--- src/rtl/spi_arbiter.sv ---
// spi_arbiter: shares one spi_controller between NUM_REQ requesters.
//
// Each requester offers one SPI transaction (mode + 16-bit payload) with a
// valid/ready handshake. The arbiter grants round-robin, latches the winning
// transaction, drives it into the controller, waits for the controller to
// finish, and returns a one-cycle rsp_valid pulse plus the 24-bit read result
// to the winner. Every transaction is followed by a csb-high gap.
//
// Optional build macro: SPI_ARB_LOCK_EN adds req_lock so that an owner can
// keep the bus across consecutive transactions (e.g. display command + data).
//
// Ports:
//   clk, rst                  clock, asynchronous active-low reset
//   req_valid/mode/data       per-requester transaction request
//   req_lock                  per-requester bus lock (SPI_ARB_LOCK_EN only)
//   req_ready                 one-hot accept, combinational in S_IDLE
//   rsp_valid, rsp_data       one-hot completion pulse, read result
//   grant, busy               current owner (one-hot), arbiter not idle
//   spi_mode, spi_i_valid,
//   spi_i_data                controller input handshake (latched request)
//   spi_i_ready, spi_o_valid,
//   spi_o_data                controller status and read data
//
// state        | meaning
// -------------+-------------------------------------------------------------
// S_IDLE       | select winner, req_ready to it, latch request on the edge
// S_ISSUE      | spi_i_valid high until the controller takes it
// S_WAIT_START | wait for the controller to leave idle (spi_i_ready low)
// S_BUSY       | wait for the controller to return to idle, then respond
// S_GAP        | csb-high gap, max(GAP_CYCLES,1) cycles, grant cleared

package spi_arbiter_pkg;
  typedef enum logic [2:0] {
    WRITE_8         = 3'd0,
    WRITE_16        = 3'd1,
    WRITE_8_READ_8  = 3'd2,
    WRITE_8_READ_16 = 3'd3,
    WRITE_8_READ_24 = 3'd4
  } spi_transaction_t;
endpackage

module spi_arbiter
  import spi_arbiter_pkg::*;
#(
  parameter int NUM_REQ    = 2,
  parameter int GAP_CYCLES = 2
) (
  input  logic                   clk,
  input  logic                   rst,
  input  logic [NUM_REQ-1:0]     req_valid,
  input  spi_transaction_t       req_mode [NUM_REQ],
  input  logic [15:0]            req_data [NUM_REQ],
`ifdef SPI_ARB_LOCK_EN
  input  logic [NUM_REQ-1:0]     req_lock,
`endif
  output logic [NUM_REQ-1:0]     req_ready,
  output logic [NUM_REQ-1:0]     rsp_valid,
  output logic [23:0]            rsp_data,
  output logic [NUM_REQ-1:0]     grant,
  output logic                   busy,
  output spi_transaction_t       spi_mode,
  output logic                   spi_i_valid,
  output logic [15:0]            spi_i_data,
  input  logic                   spi_i_ready,
  input  logic                   spi_o_valid,
  input  logic [23:0]            spi_o_data
);

  localparam int IW       = (NUM_REQ > 1) ? $clog2(NUM_REQ) : 1;
  localparam int GW       = (GAP_CYCLES > 1) ? $clog2(GAP_CYCLES) : 1;
  localparam int GAP_LOAD = (GAP_CYCLES > 0) ? GAP_CYCLES - 1 : 0;

  generate
    if (NUM_REQ < 2 || NUM_REQ > 8) begin : g_bad_num_req
      $error("spi_arbiter: NUM_REQ must be in 2..8");
    end
    if (GAP_CYCLES < 0) begin : g_bad_gap
      $error("spi_arbiter: GAP_CYCLES must not be negative");
    end
  endgenerate

  typedef enum logic [2:0] {
    S_IDLE       = 3'd0,
    S_ISSUE      = 3'd1,
    S_WAIT_START = 3'd2,
    S_BUSY       = 3'd3,
    S_GAP        = 3'd4
  } state_t;

  state_t            state_q, state_d;
  logic [IW-1:0]     last_grant;
  logic [IW-1:0]     win;
  logic [IW-1:0]     cand;
  logic              found;
  logic [NUM_REQ-1:0] win_mask;
  logic [NUM_REQ-1:0] req_elig;
  logic [GW-1:0]     gap_cnt;
  spi_transaction_t  mode_q;
  logic [15:0]       data_q;
  logic              is_read;

`ifdef SPI_ARB_LOCK_EN
  logic              lock_q;

  // While locked only the previous owner is eligible.
  assign req_elig = lock_q ? (req_valid & (NUM_REQ'(1) << last_grant)) : req_valid;
`else
  assign req_elig = req_valid;
`endif

  // Round-robin search starting just after the last owner; the last owner
  // itself is checked last so it cannot starve anyone.
  always_comb begin
    found = 1'b0;
    win   = '0;
    cand  = '0;
    for (int k = 1; k <= NUM_REQ; k++) begin
      cand = IW'((int'(last_grant) + k) % NUM_REQ);
      if (!found && req_elig[cand]) begin
        found = 1'b1;
        win   = cand;
      end
    end
  end

  assign win_mask = NUM_REQ'(1) << win;
  assign is_read  = (mode_q == WRITE_8_READ_8) || (mode_q == WRITE_8_READ_16) ||
                    (mode_q == WRITE_8_READ_24);

  always_ff @(posedge clk or negedge rst) begin
    if (!rst) state_q <= S_IDLE;
    else      state_q <= state_d;
  end

  always_comb begin
    state_d     = state_q;
    req_ready   = '0;
    spi_i_valid = 1'b0;
    case (state_q)
      S_IDLE: begin
        if (found) begin
          req_ready = win_mask;
          state_d   = S_ISSUE;
        end
      end
      S_ISSUE: begin
        spi_i_valid = 1'b1;
        if (spi_i_ready) state_d = S_WAIT_START;
      end
      S_WAIT_START: begin
        if (!spi_i_ready) state_d = S_BUSY;
      end
      S_BUSY: begin
        if (spi_i_ready) state_d = S_GAP;
      end
      S_GAP: begin
        if (gap_cnt == '0) state_d = S_IDLE;
      end
      default: state_d = S_IDLE;
    endcase
  end

  assign busy       = (state_q != S_IDLE);
  assign spi_mode   = mode_q;
  assign spi_i_data = data_q;

  always_ff @(posedge clk or negedge rst) begin
    if (!rst) begin
      last_grant <= IW'(NUM_REQ - 1);
      grant      <= '0;
      mode_q     <= WRITE_8;
      data_q     <= '0;
      rsp_valid  <= '0;
      rsp_data   <= '0;
      gap_cnt    <= '0;
    end else begin
      rsp_valid <= '0;
      case (state_q)
        S_IDLE: begin
          if (found) begin
            mode_q     <= req_mode[win];
            data_q     <= req_data[win];
            grant      <= win_mask;
            last_grant <= win;
          end
        end
        S_BUSY: begin
          if (spi_i_ready) begin
            rsp_valid <= grant;
            rsp_data  <= (is_read && spi_o_valid) ? spi_o_data : 24'h0;
            grant     <= '0;
            gap_cnt   <= GW'(GAP_LOAD);
          end
        end
        S_GAP: begin
          if (gap_cnt != '0) gap_cnt <= gap_cnt - 1'b1;
        end
        default: ;
      endcase
    end
  end

`ifdef SPI_ARB_LOCK_EN
  // Lock is sampled from the owner at the end of the gap; it drops as soon
  // as the owner is idle-without-request or requests with lock released.
  always_ff @(posedge clk or negedge rst) begin
    if (!rst) begin
      lock_q <= 1'b0;
    end else begin
      case (state_q)
        S_GAP: begin
          if (gap_cnt == '0) lock_q <= req_lock[last_grant];
        end
        S_IDLE: begin
          if (lock_q && (!req_valid[last_grant] || !req_lock[last_grant]))
            lock_q <= 1'b0;
        end
        default: ;
      endcase
    end
  end
`endif

endmodule

--- config.mk ---
export PLATFORM = sky130hd
export DESIGN_NAME = spi_arbiter
export DESIGN_NICKNAME = d
export VERILOG_FILES = /design/src/rtl/spi_arbiter.sv
export SDC_FILE = /design/constraint.sdc
export NUM_CORES = 1
export LEC_CHECK = 0
export BUFFER_PORTS_ARGS = -buffer_cell sky130_fd_sc_hd__buf_2
export CAP_MARGIN = 20
export CELL_PAD_IN_SITES_DETAIL_PLACEMENT = 1
export CELL_PAD_IN_SITES_GLOBAL_PLACEMENT = 1
export CORE_AREA = 5 5 64 123
export DETAILED_ROUTE_END_ITERATION = 10
export DIE_AREA = 0 0 69 128
export GPL_TIMING_DRIVEN = 0
export HOLD_SLACK_MARGIN = 0.05
export PLACE_DENSITY_LB_ADDON = 0.12
export SETUP_SLACK_MARGIN = 0.5
export SYNTH_ARGS = -nofsm -noshare
export SYNTH_HDL_FRONTEND = slang
export SYNTH_SLANG_ARGS = --single-unit
--- constraint.sdc ---
create_clock -name clk -period 2.55 [get_ports clk]
set_input_delay 0.765 -clock clk [delete_from_list [all_inputs] [get_ports clk]]
set_output_delay 0.765 -clock clk [all_outputs]
set_load 0.05 [all_outputs]
==> metrics.md, run 1 <==
| Metric | Value |
|---|---|
| Synth top area share | 55.62% |
| Minimum clock period after layout | 2.332 ns |
| Post-place setup slack | -0.05821 ns |
| Syn nets | 296 |
| CP endpoint kind | output pin |
| Switching power | 2.648 mW |
| Crit path launch type | input pin |
| #FFs+latches synth | 52 |
| Seq/Total Area, Yosys | 56.76% |
| Drt first-iter violations | 70 |
| Yosys cell types | 29 |
| WP data required | 1.79 ns |
| Worst IR Drop VDD | 0.5701 mV |
| Reg clk slew, reported paths | 0.06 ns |
| Fin worst setup slack | 0.2177 ns |
| Ys Warns | 0 |
| Grt ovf | 0 |
| Synth area leaders | dfrtp_1 56%, nand2_1 11%, a221o_1 8.3% |
| Combinational share of power | around three fifths |
| Hold_ws | 0.4755 ns |
| Row cnt | 43 |
| CTS Hold Bufs | 0 |
| Synthesized area per cell | roughly 10 um^2 |
| Initial Utilization | 33.32% |
| Power density over the cells | 1553 mW/mm^2 |
| Fin. max-slew vios | 0 |
| Die H | 128 um |
| Clock Power Share | 13.3% |
| Syn Inst Count | roughly 230 |
| Post-detailed-route wirelength per cell | 15.93 um |
| Latest clock arrival within the worst-skew pair | about 0.30 ns |
| Lkg Pwr | 1.711 nW |
| Final Cell Area | 0.003353 mm^2 |
| Unrepaired setup endpoints after global routing | yes |
| Sequential power share | 27.6% |
| TritonCTS clock tree | yes |
| GP Congestion | 0.7254 |
| Clk sinks | 52 |
| Layout area overhead | 46.13% |
| Cell taking the most area after synthesis | dfrtp_1 |
| Worst Hold Class | reg2reg |
| Final hold vios | 0 |
| Slew margin rel. | 47.26% |
| Reg2Reg Setup Slack | 0.88 ns |
| Fmax | 0.4288 GHz |
| Status | finished clean |
| Htree depth | 2 |
| Post-Layout Cell Count | 458 |
| Share of layout cells above drive strength 1 | 44.57% |
| Largest net degree at the start of global routing | 33 |
| Clk buf depth | 2 |
| Vias per cell | 4.847 |
| HP Start | rsp_data[15]$_DFFE_PN0P_ |
| Port Buffers | 118 |
| Worst-Margin Slew | 0.7911 ns |
| Setup Skew | 0.004675 ns |
| Placeable Area | 0.006887 mm^2 |
| Setup TNS | 0 ns |
| Crit Path Max Fanout | 3 |
| Total wire length | between 7 and 8 mm |
| Most frequent cells in the layout | 117 x buf_2, 70 x nand2_1, 50 x dfrtp_1 |
| First-pass GRT wire length | 12.03 mm |
| Vias in the first global route | approximately 2.5k |
| DR DRC count | 0 |
| Placed Cells | 437 |
| CP Class | in2out |
| Antenna Cells | 0 |
| DIE AREA | 0.008832 mm^2 |
| Slowest Stage Delay on Critical Path | 0.23 ns |
| Int Pwr | ~2.6 mW |
| Max_cap viols | 0 |
| Root buffer cell | clkbuf_16 |
| Critical Path Start | req_valid[1] |
| Initial antenna violation count | 0 |
| Most common cell after layout, fill and taps aside | buf_2 |
| Inserted Clock Buffers | 5 |
| Final #Nets | 435 |
| Hold path depth | 2 |
| Slowest CP cell | nor3b_4 |
| Final Cycle Share | 91.46% |
| Reg2Reg Depth | 6 |
| Critical Path, Cell by Cell | buf_2 -> nor2b_4 -> buf_4 -> nor3b_4 -> buf_6 |
| Detailed Routing Iterations Pass 1 | 3 |
| Final setup viols | 0 |
| Io pins | 119 |
| Total track usage | roughly 17% |
| Hpwl dp | 5.675 mm |
| Sw Ratio | between 50% and 60% |
| Reg-to-Reg Start | state_q[2]$_DFFE_PN0P_ |
| Die W | 69 um |
| Mapped cell area | 0.002295 mm^2 |
| Antenna-violating nets left | 0 |
| Area after DPL | 0.003042 mm^2 |
| Routed via count | 2220 |
| Crit path arrival time | 1.57 ns |
[final cells by class]
class,instances,area [um^2]
Multi-Input combinational cell,156,888.4
Clock buffer,8,146.4
Inverter,1,3.754
Tap cell,90,112.6
Timing Repair Buffer,132,752.0
Fill cell,876,3533
Buffer,19,146.4
Sequential cell,52,1304
[cells by family after synthesis]
group,synth area share [%]
and+or+nand+nor,20.77
DFF,56.76
AOI/OAI and AO/OA,16.25
buffers and inverters,5.833
xor gates and xnor gates,0.3817
[Yosys cell counts, drive strengths merged]
cell type  count
nand2         70
dfrtp         51
o21ai         26
nor3          20
a221o         19
buf           13
clkbuf         6
nor3b          3
a31o           2
and2           2
nor2           2
nor2b          2
a21o           1
a22o           1
and3           1
and4b          1
dfstp          1
inv            1
nand2b         1
nand3          1
nand4b         1
o21bai         1
o31ai          1
xor2           1
[sequential cells by signal (all words and copies together) (netlist names)]
name        flops
rsp_data       24
rsp_valid       2
spi_i_data     16
state_q         3
last_grant      1
spi_mode        3
grant           2
gap_cnt         1
[stage by stage]
step	utilization, %	power (mW)
final	48.69	5.208
after global routing	48.69	5.521
after detailed placement	44.17	4.322
after global placement	43.77	4.264
after floorplan	-	3.580
after CTS	47.84	5.187
[repair_timing]
item / CTS / global route
pin swaps: 3 / 4
buffers inserted: 8 / 5
gates resized for setup: 17 / 5
endpoints found under the setup margin: 4 / 4
[per-layer routing]
| layer | track usage, % | vias to the layer above | share of wire, % | wire [um] |
|---|---|---|---|---|
| li1 | - | 1067 | - | - |
| met1 | 17.12 | 1070 | 35 | 2543 |
| met2 | 32.43 | 74 | 57 | 4188 |
| met3 | 4.474 | 9 | 5.9 | 434 |
| met4 | 7.365 | 0 | 1.8 | 129 |
| met5 | 0 | - | 0 | 0 |
[power by group through the flow]
stage	Clock [mW]	Sequential, mW	Combinational, mW
floorplan	0	2.63	0.953
global placement	0	1.43	2.83
detailed placement	0	1.45	2.88
CTS	0.714	1.44	3.03
global route	0.745	1.49	3.28
finish	0.692	1.44	3.08
[worst max-delay path: cells and delay by family]
kind	cells	cell delay [ns]
buffers and inverters	3	0.45
AND/OR/NAND/NOR	2	0.35
[worst paths after layout]
path	to
max	req_ready[0]
max reg2reg	rsp_data[0]$_DFFE_PN0P_
max in group asynchronous	rsp_data[6]$_DFFE_PN0P_
min reg2reg	rsp_data[15]$_DFFE_PN0P_
min in group asynchronous	rsp_data[19]$_DFFE_PN0P_
min	rsp_data[15]$_DFFE_PN0P_
(Power assumes the default switching activity.)
==> inputs of run 2 (changes only) <==
CAP_MARGIN = unset   (was 20)
CORE_AREA = 5 5 66 128   (was 5 5 64 123)
DIE_AREA = 0 0 71 133   (was 0 0 69 128)
clock period = 2.5 ns   (was 2.55 ns; I/O delays follow)
==> metrics.md, run 2 (synthesized netlist as in run 1, its figures left out) <==
| Metric | Value |
|---|---|
| Latest clock arrival within the worst-skew pair | 0.29 ns (was 0.30 ns) |
| Status | finished clean (unchanged) |
| Post-place setup slack | -0.09546 ns (was -0.05821 ns) |
| Largest net degree at the start of global routing | 53 (was 33) |
| Initial Utilization | 30.88% (was 33.32%) |
| Vias per cell | 4.837 (was 4.847) |
| Vias in the first global route | 2447 (was 2492) |
| Multi-input gate area | 882.1 um^2 (was 888.4 um^2) |
| Flip-flop and latch area | 0.001304 mm^2 (unchanged) |
| Total Power | 5.307 mW (was 5.208 mW) |
| CP endpoint kind | output pin (unchanged) |
| Minimum clock period after layout | 2.305 ns |
| Clk sinks | 52 (unchanged) |
| Reg2Reg Setup Slack | 0.67 ns (was 0.88 ns) |
| Antenna Cells | 0 (unchanged) |
| Final Cycle Share | 92.19% |
| Max_cap viols | 0 (unchanged) |
| Crit path arrival time | 1.55 ns (was 1.57 ns) |
| Inserted Clock Buffers | 5 (unchanged) |
| Post-detailed-route wirelength per cell | 15.81 um (was 15.93 um) |
| Unrepaired setup endpoints after global routing | yes (unchanged) |
| Reg-to-Reg Start | state_q[2]$_DFFE_PN0P_ (unchanged) |
| TritonCTS clock tree | yes (unchanged) |
| Grt ovf | 0 (unchanged) |
| Largest register FFs | 24 (unchanged) |
| Fin. max-slew vios | 0 (unchanged) |
| Port Buffers | 118 (unchanged) |
| DR DRC count | 0 (unchanged) |
| Share of layout cells above drive strength 1 | 45.23% (was 44.57%) |
| Most common cell after layout, fill and taps aside | buf_2 (unchanged) |
| Final hold vios | 0 (unchanged) |
| Power density over the cells | 1582 mW/mm^2 (was 1553 mW/mm^2) |
| Hpwl dp | 5.296 mm (was 5.675 mm) |
| Most frequent cells in the layout | 116 x buf_2, 70 x nand2_1, 50 x dfrtp_1 (was 117 x buf_2, 70 x nand2_1, 50 x dfrtp_1) |
| Htree depth | 2 (unchanged) |
| Worst Setup EP | req_ready[0] (unchanged) |
| Slew margin rel. | 64.51% (was 47.26%) |
| Final setup viols | 0 (unchanged) |
| Final Cell Area | 0.003354 mm^2 (was 0.003353 mm^2) |
| Root buffer cell | clkbuf_16 (unchanged) |
| CP Class | in2out (unchanged) |
| Row cnt | 45 (was 43) |
| Most flops, register | rsp_data (unchanged) |
| R2R Path End | rsp_data[0]$_DFFE_PN0P_ (unchanged) |
| Routed via count | 2230 (was 2220) |
| Setup Skew | 0.005584 ns (was 0.004675 ns) |
| Die W | 71 um (was 69 um) |
| Worst IR Drop VDD | 0.6408 mV (was 0.5701 mV) |
| Critical Path Start | req_valid[1] (unchanged) |
| Total track usage | 15.98% (was 17.07%) |
| Reg2Reg Depth | 8 (was 6) |
| Initial antenna violation count | 0 (unchanged) |
| Reg clk slew, reported paths | 0.07 ns (was 0.06 ns) |
| Final #Nets | 434 (was 435) |
| WP data required | 1.75 ns (was 1.79 ns) |
| First-pass GRT wire length | 11.89 mm (was 12.03 mm) |
| Antenna-violating nets left | 0 (unchanged) |
| Fillers | 929 (was 876) |
| DIE AREA | 0.009443 mm^2 (was 0.008832 mm^2) |
| Area after DPL | 0.003019 mm^2 (was 0.003042 mm^2) |
| GP Congestion | 0.7519 (was 0.7254) |
| Placed Cells | 440 (was 437) |
| Die H | 133 um (was 128 um) |
| Drt first-iter violations | 71 (was 70) |
| Crit path launch type | input pin (unchanged) |
| Crit Path Max Fanout | 3 (unchanged) |
| Worst Hold Class | in2async (was reg2reg) |
| Setup TNS | 0 ns (unchanged) |
| Post-Layout Cell Count | 461 (was 458) |
| Total wire length | 7.289 mm (was 7.295 mm) |
| Fin worst setup slack | 0.1952 ns (was 0.2177 ns) |
| Placeable Area | 0.007432 mm^2 (was 0.006887 mm^2) |
| CTS Hold Bufs | 0 (unchanged) |
| Fmax | 0.4339 GHz |
| Layout area overhead | 46.18% (was 46.13%) |
| Io pins | 119 (unchanged) |
| Lkg Pwr | 1.717 nW (was 1.711 nW) |
| Worst-Margin Slew | 0.5287 ns (was 0.7911 ns) |
| Clk buf depth | 2 (unchanged) |
| Detailed Routing Iterations Pass 1 | 4 (was 3) |
-- run 2: where the power goes --
part	switching [mW]	internal, mW	leakage, nW
Combinational	2.16	0.960	0.967
Sequential	0.232	1.24	0.672
Clock	0.313	0.401	0.0772
Total	2.71	2.60	1.72
-- run 2: layout make-up --
class | instances | share of cell area, %
clock inverters | 2 | 0.4103
multi-input cells | 156 | 26.30
clock buffers | 6 | 4.140
plain buffers | 19 | 4.625
inverters | 1 | 0.1119
well taps | 94 | 3.506
repair buffers | 131 | 22.04
flip-flops and latches | 52 | 38.87
-- run 2: worst min path at each step --
| stage | endpoint | startpoint |
|---|---|---|
| after floorplan | gap_cnt$_DFFE_PN0P_ | rst |
| after global placement | rsp_data[11]$_DFFE_PN0P_ | rsp_data[11]$_DFFE_PN0P_ |
| after detailed placement | rsp_data[14]$_DFFE_PN0P_ | rsp_data[14]$_DFFE_PN0P_ |
| after CTS | rsp_data[14]$_DFFE_PN0P_ | rsp_data[14]$_DFFE_PN0P_ |
| after global routing | spi_i_data[13]$_DFFE_PN0P_ | rst |
| final | spi_i_data[6]$_DFFE_PN0P_ | rst |
-- run 2: routing by layer --
metal	global-route usage [%]	routed length, um	vias up
li1	-	-	1071
met1	18.16	2854	1080
met2	27.61	3803	70
met3	5.247	512	9
met4	5.439	119	0
met5	0	0	-
-- run 2: timing repair --
action,4_1_cts,5_1_grt
buffers inserted,9,3
setup endpoints to repair,4,8
gates resized for setup,20,6
gates cloned,0,0
pin swaps,4,3
hold endpoints to repair,0,0
-- run 2: per-stage QoR --
stage               util (%)  hold WS [ns]
finish                 45.13        0.3591
global route           45.13        0.3764
CTS                    44.39        0.4905
detailed placement     40.62        0.4737
global placement       40.62        0.4614
floorplan                  -        0.4544
-- run 2: worst max-delay path, cell delays in order --
cell and delay (ns):
buf_4 0.12, nor2b_4 0.13, buf_6 0.11, nor3b_4 0.24, buf_6 0.20
==> inputs of run 3 (changes only) <==
HOLD_SLACK_MARGIN = unset   (was 0.05)
TNS_END_PERCENT = 5   (was unset)
clock period = 2.3 ns   (was 2.5 ns; I/O delays follow)
==> metrics.md, run 3 (synthesized netlist as in run 1, its figures left out) <==
| Metric | Value |
|---|---|
| Status | finished clean (unchanged) |
| GP Congestion | 0.7481 (was 0.7519) |
| Max_cap viols | 0 (unchanged) |
| Setup TNS | 0 ns (unchanged) |
| Lkg Pwr | 1.680 nW (was 1.717 nW) |
| Int Pwr | 2.842 mW (was 2.599 mW) |
| Initial Utilization | 30.88% (unchanged) |
| Finished Core Util | 44.29% (was 45.13%) |
| Sw Ratio | 50.71% (was 51.03%) |
| Final #Nets | 428 (was 434) |
| Setup Skew | 0.007736 ns (was 0.005584 ns) |
| Hold_ws | 0.4812 ns (was 0.3591 ns) |
| Clk buf depth | 2 (unchanged) |
| Total wire length | 7.226 mm (was 7.289 mm) |
| Most flops, register | rsp_data (unchanged) |
| Fin. max-slew vios | 0 (unchanged) |
| Share of layout cells above drive strength 1 | 44.04% (was 45.23%) |
| Row cnt | 45 (unchanged) |
| Drt first-iter violations | 42 (was 71) |
| Crit path launch type | flip-flop (was input pin) |
| Unrepaired setup endpoints after global routing | yes (unchanged) |
| Die H | 133 um (unchanged) |
| Slowest Stage Delay on Critical Path | 0.38 ns (was 0.24 ns) |
| Minimum clock period after layout | 2.212 ns |
| Vias per cell | 4.809 (was 4.837) |
| Die W | 71 um (unchanged) |
| Crit Path Max Fanout | 3 (unchanged) |
| Most common cell after layout, fill and taps aside | buf_2 (unchanged) |
| Area after DPL | 0.003034 mm^2 (was 0.003019 mm^2) |
| First-pass GRT wire length | 11.88 mm (was 11.89 mm) |
| Critical Path, Cell by Cell | buf_6 -> nor3_4 -> inv_2 -> nor3b_4 -> buf_6 (was buf_4 -> nor2b_4 -> buf_6 -> nor3b_4 -> buf_6) |
| Layout area overhead | 43.46% (was 46.18%) |
| TritonCTS clock tree | yes (unchanged) |
| Largest register FFs | 24 (unchanged) |
| Worst IR Drop VDD | 0.7576 mV (was 0.6408 mV) |
| CP Class | reg2out (was in2out) |
| Fillers | 927 (was 929) |
| Root buffer cell | clkbuf_16 (unchanged) |
| Reg clk slew, reported paths | 0.07 ns (about the same) |
| Grt ovf | 0 (unchanged) |
| Vias in the first global route | 2413 (was 2447) |
| CP endpoint kind | output pin (unchanged) |
| DR DRC count | 0 (unchanged) |
| Placed Cells | 440 (unchanged) |
| Slew margin rel. | 21.58% (was 64.51%) |
| Slowest CP cell | dfrtp_1 (was nor3b_4) |
| Crit path arrival time | 1.52 ns (was 1.55 ns) |
| Latest clock arrival within the worst-skew pair | 0.29 ns (about the same) |
| Sequential power share | 27.8% (was 27.7%) |
| DIE AREA | 0.009443 mm^2 (unchanged) |
| Port Buffers | 118 (unchanged) |
| Inserted Clock Buffers | 5 (unchanged) |
| Most frequent cells in the layout | 119 x buf_2, 70 x nand2_1, 50 x dfrtp_1 (was 116 x buf_2, 70 x nand2_1, 50 x dfrtp_1) |
| Combinational share of power | 57.0% (was 58.8%) |
| Htree depth | 2 (unchanged) |
| Fin worst setup slack | 0.08763 ns (was 0.1952 ns) |
| Worst-Margin Slew | 1.176 ns (was 0.5287 ns) |
| Routed via count | 2188 (was 2230) |
| Power density over the cells | 1751 mW/mm^2 (was 1582 mW/mm^2) |
| Post-place setup slack | 0.03163 ns (was -0.09546 ns) |
| Clock Power Share | 15.2% (was 13.5%) |
| WP data required | 1.61 ns (was 1.75 ns) |
| Hpwl dp | 5.378 mm (was 5.296 mm) |
| Initial antenna violation count | 0 (unchanged) |
| Post-Layout Cell Count | 455 (was 461) |
| Clk sinks | 52 (unchanged) |
| Largest net degree at the start of global routing | 53 (unchanged) |
| Final Cycle Share | 96.19% |
| Top cell by count, worst path | buf_6 (unchanged) |
| Total track usage | 15.97% (was 15.98%) |
| Placeable Area | 0.007432 mm^2 (unchanged) |
| Post-detailed-route wirelength per cell | 15.88 um (was 15.81 um) |
| Switching power | 2.924 mW (was 2.708 mW) |
| Antenna-violating nets left | 0 (unchanged) |
| Worst Hold Class | reg2reg (was in2async) |
| Io pins | 119 (unchanged) |
| Final setup viols | 0 (unchanged) |
| Antenna Cells | 0 (unchanged) |
| Final hold vios | 0 (unchanged) |
| Fmax | ~0.45 GHz |
| Total Power | 5.765 mW (was 5.307 mW) |
| Final Cell Area | 0.003292 mm^2 (was 0.003354 mm^2) |
| Detailed Routing Iterations Pass 1 | 4 (unchanged) |
run 3: per-layer routing:
metal | track usage [%] | wire, um
met5 | 0 | 0
met2 | 26.78 | 3622
met4 | 6.276 | 143
met3 | 4.487 | 527
met1 | 19.01 | 2932
run 3: final cells by class:
cell class / count / area [um^2] / share of cell area, %
repair buffers: 125 / 659.4 / 20.03
well taps: 94 / 117.6 / 3.573
clock buffers: 6 / 138.9 / 4.219
inverters: 1 / 3.754 / 0.1140
plain buffers: 19 / 147.6 / 4.485
flip-flops and latches: 52 / 1304 / 39.60
multi-input cells: 156 / 882.1 / 26.80
clock inverters: 2 / 38.79 / 1.178
run 3: power by group through the flow:
stage                     logic [mW]  registers [mW]  clock network [mW]
after global routing            3.50            1.67               0.945
final                           3.29            1.60               0.874
after detailed placement        3.20            1.62                   0
after global placement          3.15            1.60                   0
after CTS                       3.30            1.61               0.908
after floorplan                 1.07            2.92                   0
run 3: worst max-delay path: cells and delay by family (launching register included):
kind / cells / cell delay, ns
simple gates: 2 / 0.45
buf+inv: 3 / 0.41
flops: 1 / 0.38
run 3: what timing repair did:
action	in CTS	in global routing
gates cloned	0	0
pin swaps	3	2
gates resized for setup	10	0
hold buffers	0	0
setup endpoints to repair	4	16
buffers inserted	5	2
run 3: final timing paths:
check                           slack [ns]                         end                     start  cells past startpoint
worst min-delay path                  0.48    rsp_data[11]$_DFFE_PN0P_  rsp_data[11]$_DFFE_PN0P_                      2
worst max register to register        0.61   spi_i_data[5]$_DFFE_PN0P_    state_q[1]$_DFFE_PN0P_                      7
worst max-delay path                  0.09                req_ready[0]    state_q[1]$_DFFE_PN0P_                      5
max in group asynchronous             0.88      state_q[0]$_DFFE_PN0P_                       rst                      1
min in group asynchronous             0.63  spi_i_data[15]$_DFFE_PN0P_                       rst                      1
worst min register to register        0.48    rsp_data[11]$_DFFE_PN0P_  rsp_data[11]$_DFFE_PN0P_                      2
